**src/rtl/if_stage.sv**
```systemverilog
`default_nettype none
// ============================================================================
//  Module      : if_stage
//  Description : Instruction-fetch stage between pre-IF and decode. Holds one
//                PC entry, waits for its instruction SRAM response, buffers
//                the instruction while decode is stalled, and discards the
//                responses of requests cancelled by a flush.
//  Revision    : 1.0  initial release
// ============================================================================
module if_stage #(
    parameter int PS_TO_FS_BUS_WD = 41,
    parameter int FS_TO_DS_BUS_WD = 73,
    parameter int MAX_OUTSTANDING = 2
) (
    input  logic                       clk,
    input  logic                       resetn,
    input  logic                       ps_to_fs_valid,
    input  logic [PS_TO_FS_BUS_WD-1:0] ps_to_fs_bus,
    output logic                       fs_allowin,
    input  logic                       ds_allowin,
    output logic                       fs_to_ds_valid,
    output logic [FS_TO_DS_BUS_WD-1:0] fs_to_ds_bus,
    input  logic                       data_ok,
    input  logic [31:0]                inst_sram_rdata,
    input  logic                       flush,
    output logic                       fs_wait_resp
);

    localparam int DROP_W    = $clog2(MAX_OUTSTANDING + 1);
    localparam int PS_EX_BIT = 32;

    logic                       fs_valid_q,  fs_valid_d;
    logic                       buf_valid_q, buf_valid_d;
    logic [31:0]                inst_buf_q,  inst_buf_d;
    logic [PS_TO_FS_BUS_WD-1:0] bus_q,       bus_d;
    logic [DROP_W-1:0]          drop_cnt_q,  drop_cnt_d;

    logic              fs_ex;
    logic              live_resp;
    logic              fs_ready_go;
    logic              fs_accept;
    logic              fs_leave;
    logic              buf_load;
    logic [31:0]       fs_inst;
    logic              drop_inc_cur;
    logic              drop_inc_new;
    logic              drop_dec;
    logic [DROP_W:0]   drop_sum;

    // Handshake, bypass and status signals derived from the held entry
    always_comb begin
        fs_ex          = bus_q[PS_EX_BIT];
        live_resp      = data_ok && (drop_cnt_q == '0);
        fs_ready_go    = fs_ex || buf_valid_q || (live_resp && fs_valid_q);
        fs_allowin     = !fs_valid_q || (fs_ready_go && ds_allowin);
        fs_to_ds_valid = fs_valid_q && fs_ready_go && !flush;
        fs_wait_resp   = fs_valid_q && !fs_ex && !buf_valid_q;
        fs_accept      = ps_to_fs_valid && fs_allowin && !flush;
        fs_leave       = fs_to_ds_valid && ds_allowin;
        buf_load       = live_resp && fs_valid_q && !fs_ex && !buf_valid_q && !ds_allowin;
        // Exception entries never issued a request, so they carry no instruction
        if (fs_ex) begin
            fs_inst = 32'h0;
        end else if (buf_valid_q) begin
            fs_inst = inst_buf_q;
        end else begin
            fs_inst = inst_sram_rdata;
        end
        fs_to_ds_bus = {bus_q[PS_TO_FS_BUS_WD-1:PS_EX_BIT+1], fs_ex, fs_inst, bus_q[31:0]};
    end

    // Count of cancelled requests whose responses must still be swallowed
    always_comb begin
        drop_inc_cur = flush && fs_wait_resp && !live_resp;
        drop_inc_new = flush && ps_to_fs_valid && fs_allowin && !ps_to_fs_bus[PS_EX_BIT];
        drop_dec     = data_ok && (drop_cnt_q != '0);
        drop_sum     = {1'b0, drop_cnt_q}
                     + {{DROP_W{1'b0}}, drop_inc_cur}
                     + {{DROP_W{1'b0}}, drop_inc_new}
                     - {{DROP_W{1'b0}}, drop_dec};
        if (drop_sum > (DROP_W+1)'(MAX_OUTSTANDING)) begin
            drop_cnt_d = DROP_W'(MAX_OUTSTANDING);
        end else begin
            drop_cnt_d = drop_sum[DROP_W-1:0];
        end
    end

    // Entry and instruction-buffer next state; flush has priority over all
    always_comb begin
        fs_valid_d  = fs_valid_q;
        buf_valid_d = buf_valid_q;
        inst_buf_d  = inst_buf_q;
        bus_d       = bus_q;
        if (flush) begin
            fs_valid_d  = 1'b0;
            buf_valid_d = 1'b0;
        end else if (fs_accept) begin
            bus_d       = ps_to_fs_bus;
            fs_valid_d  = 1'b1;
            buf_valid_d = 1'b0;
        end else if (fs_leave) begin
            fs_valid_d  = 1'b0;
            buf_valid_d = 1'b0;
        end else if (buf_load) begin
            inst_buf_d  = inst_sram_rdata;
            buf_valid_d = 1'b1;
        end
    end

    // State registers with synchronous active-low reset
    always_ff @(posedge clk) begin
        if (!resetn) begin
            fs_valid_q  <= 1'b0;
            buf_valid_q <= 1'b0;
            inst_buf_q  <= 32'h0;
            bus_q       <= '0;
            drop_cnt_q  <= '0;
        end else begin
            fs_valid_q  <= fs_valid_d;
            buf_valid_q <= buf_valid_d;
            inst_buf_q  <= inst_buf_d;
            bus_q       <= bus_d;
            drop_cnt_q  <= drop_cnt_d;
        end
    end

    // A response with no live entry and nothing to discard has no owner
    a_no_orphan_resp: assert property (@(posedge clk) disable iff (!resetn)
        !(data_ok && !flush && !fs_valid_q && (drop_cnt_q == '0)));

    // More cancelled requests than the pipeline can have in flight
    a_no_drop_overflow: assert property (@(posedge clk) disable iff (!resetn)
        !(drop_sum > (DROP_W+1)'(MAX_OUTSTANDING)));

endmodule
`default_nettype wire

```
**config.mk**
```make
export PLATFORM = sky130hd
export DESIGN_NAME = if_stage
export DESIGN_NICKNAME = d
export VERILOG_FILES = /design/src/rtl/if_stage.sv
export SDC_FILE = /design/constraint.sdc
export NUM_CORES = 1
export LEC_CHECK = 0
export ABC_AREA = 0
export CAP_MARGIN = 20
export CORE_ASPECT_RATIO = 1.5
export CORE_MARGIN = 1
export CORE_UTILIZATION = 45
export CTS_CLUSTER_SIZE = 40
export DETAILED_ROUTE_END_ITERATION = 12
export DONT_BUFFER_PORTS = 1
export SLEW_MARGIN = 40
export SYNTH_ARGS = -nofsm -noshare
export SYNTH_HDL_FRONTEND = slang
export SYNTH_SLANG_ARGS = --single-unit
export TNS_END_PERCENT = 1
```
**constraint.sdc**
```tcl
create_clock -name clk -period 2.95 [get_ports clk]
set_input_delay 0.885 -clock clk [delete_from_list [all_inputs] [get_ports clk]]
set_output_delay 0.885 -clock clk [all_outputs]
set_load 0.02 [all_outputs]
```
==> results_dict.tcl <==
set metrics [dict create \
    run_status "complete, no violations" \
    antenna_found_initial 0 \
    timing.critical_path.arrival_ns 1.76 \
    n_antenna_cell 0 \
    worstHoldStart "inst_buf_q[14]$_SDFFE_PN0P_" \
    drt_wl_total_mm 8.100 \
    synthFlopType "dfxtp_1" \
    cpMaxStageDelayCell "buf_4" \
    ctsHoldBuffers 0 \
    grt_max_degree 118 \
    vias_per_cell 5.416 \
    relSlewSlack_pct 58.12 \
    irDropWorstVdd_mv 0.4776 \
    dp_hpwl_mm 5.244 \
    drtIter0Drc 84 \
    rows 40 \
    fin_area_um2 4143 \
    syn_nets 512 \
    start_util_pct 46.43 \
    power_mw 2.806 \
    track_usage_pct 18.24 \
    critPathRequiredTime_ns 2.07 \
    cp.depth 3 \
    clk_pin_slew_ns 0.06 \
    die_w_um 76.45 \
    worst_slew_pin_slew_ns 0.6283 \
    max_stage_delay_ns 0.52 \
    synth-edff-count 0 \
    synth.avg_cell_area_um2 8.700 \
    grt_pass1_vias 2705 \
    crit_chain "buf_4, mux2i_1, nor2_1" \
    cts_root_buffer "clkbuf_16" \
    start_kind "register" \
    setup_violations 0 \
    drive_above_1_share_pct 8.353 \
    fin_skew_ns 0.004455 \
    drc 0 \
    yosysSeqAreaShare_pct 41.20 \
    cpLargestDelayFamily "buffers and inverters" \
    finish.utilization_pct 51.41 \
    drv_slew 0 \
    finalHoldViolations 0 \
    syn_area_um2 3741 \
    r2r_end "drop_cnt_q[0]$_SDFF_PP0_" \
    regToRegStartpoint "drop_cnt_q[1]$_SDFF_PN0_" \
    rsz0062_at_grt "no" \
    clk_path_buf_depth 2 \
    htreeDepth 3 \
    cp-endpoint "fs_to_ds_bus[55]" \
    min_path_type "register to register" \
    p_per_area_nw_per_um2 677.3 \
    die-height_um 113.7 \
    grt_overflow 0 \
    ff2ff_path_depth 7 \
    cts_sinks 77 \
    globalplace.congestion 0.7551 \
    yosys_warnings 0 \
    p_leak_nw 1.455 \
    cts_tree "built" \
    ff2ff_setup_slack_ns 0.51 \
    clk-insertion-delay-late_ns 0.33 \
    worst-path-buf-inv 1 \
    via_count 2838 \
    portBuffers 0 \
    syn_inst 430 \
    dr.pass1.iters 4 \
    period_needed_ns 2.642 \
    fp.coreArea_um2 8058 \
    synthDistinctLibCells 32 \
    criticalPathCategory "register to output pin" \
    synth-async-reset-ratio_pct 0 \
    critPathLaunch "buf_valid_q$_SDFFE_PP0P_" \
    routedWlPerCell_um 15.46 \
    place_area_um2 3795 \
    drv_cap 0 \
    critPathCaptureType "output pin" \
    ys_seq_elements 77 \
    syn2layout_area_growth_pct 10.74 \
    cts_setup_buffers 0 \
    cts_buffers 9 \
    max_freq_ghz 0.3786 \
    cts_resized 0 \
    fin_crit_sh_pct 89.55 \
    io_pins 155 \
    die-area_um2 8690 \
    layout.nets 496 \
    finalSetupTns_ns 0 \
    cp_max_fo 37 \
    grt_pass1_wl_mm 12.70 \
    antenna_left 0 \
]
==> how the worst min path moves through the flow <==
stage                             endpoint  slack, ns  cells past startpoint
2_1_floorplan   inst_buf_q[0]$_SDFFE_PN0P_       0.45                      2
4_1_cts        inst_buf_q[28]$_SDFFE_PN0P_       0.47                      2
3_5_place_dp   inst_buf_q[14]$_SDFFE_PN0P_       0.47                      2
3_3_place_gp   inst_buf_q[14]$_SDFFE_PN0P_       0.46                      2
6_report       inst_buf_q[14]$_SDFFE_PN0P_       0.47                      2
5_1_grt        inst_buf_q[28]$_SDFFE_PN0P_       0.49                      2
==> synth_stat cells, types with 3 or more instances <==
cell type  instances  share of area [%]
buf_2              3               0.40
inv_1              6               0.60
nand2_1           82                8.2
a21boi_1          30                6.0
nand3_1           33                4.4
buf_6              5                1.5
mux2i_1           73                 20
clkbuf_1          28                2.8
dfxtp_1           77                 41
o21ai_0           32                4.3
nor2_1            32                3.2
==> logic make-up after synthesis <==
family,synth area share [%]
flip-flops,41.20
AO/OA/AOI/OAI,12.78
AND/OR/NAND/NOR,19.33
buffers and inverters,5.518
XOR/XNOR,0.2342
multiplexers,19.53
adder cells (fa/ha/maj),1.405
==> layout make-up <==
| type | instances | area (µm²) |
|---|---|---|
| fill | 783 | 3915 |
| multi-input combinational | 309 | 2014 |
| sequential | 77 | 1544 |
| clock buffer | 9 | 225.2 |
| tap | 105 | 131.4 |
| clock inverter | 7 | 122.6 |
| timing repair buffer | 11 | 82.58 |
| inverter | 6 | 22.52 |
==> registers in the layout, summed over array words and instances, names as in the netlist <==
signal / flops
bus_q: 41
inst_buf_q: 32
fs_valid_q: 1
buf_valid_q: 1
drop_cnt_q: 2
==> through the flow <==
stage | worst slack [ns] | hold slack [ns] | instances
global placement | 0.08996 | 0.4587 | 508
detailed placement | 0.05441 | 0.4661 | 508
floorplan | 0.02896 | 0.4522 | 430
finish | 0.3084 | 0.4729 | 524
CTS | 0.2936 | 0.4741 | 524
global route | 0.2036 | 0.4907 | 524
==> cell usage in the layout, fill, tap and decap left out, drive strengths merged <==
cell type and n:
a31oi 1, nand2 82, clkinvlp 2, nor3b 2, o21a 2, o21ai 32
nand3 33, nor2b 2, clkbuf 9, nor4b 3, or3b 1, ha 1
dfxtp 77, buf 11, inv 7, o31a 1, nand2b 1, a21boi 32
bufinv 3, a2111oi 1, or4b 2, xnor2 1, nor2 32, nor4 1
clkinv 1, nand4b 1, mux2i 73, o311a 1, fa 2, a21oi 2
==> routing by layer <==
layer | global-route usage, % | routed length [µm]
met1 | 19.37 | 3388
met2 | 32.73 | 3998
met3 | 4.960 | 567
met4 | 9.615 | 144
met5 | 0 | 0
==> worst reg2reg max path, stage by stage (launching register included) <==
cell	delay, ns
dfxtp_1	0.39
or3b_4	0.46
nand3_1	0.10
ha_1	0.24
fa_1	0.38
inv_1	0.07
fa_1	0.43
nor4b_1	0.27
==> where the power goes <==
part           internal [mW]  switching (mW)
sequential              1.09          0.0857
combinational          0.143           0.234
clock                  0.830           0.424
Note: power is estimated with default switching activity, not from simulation.
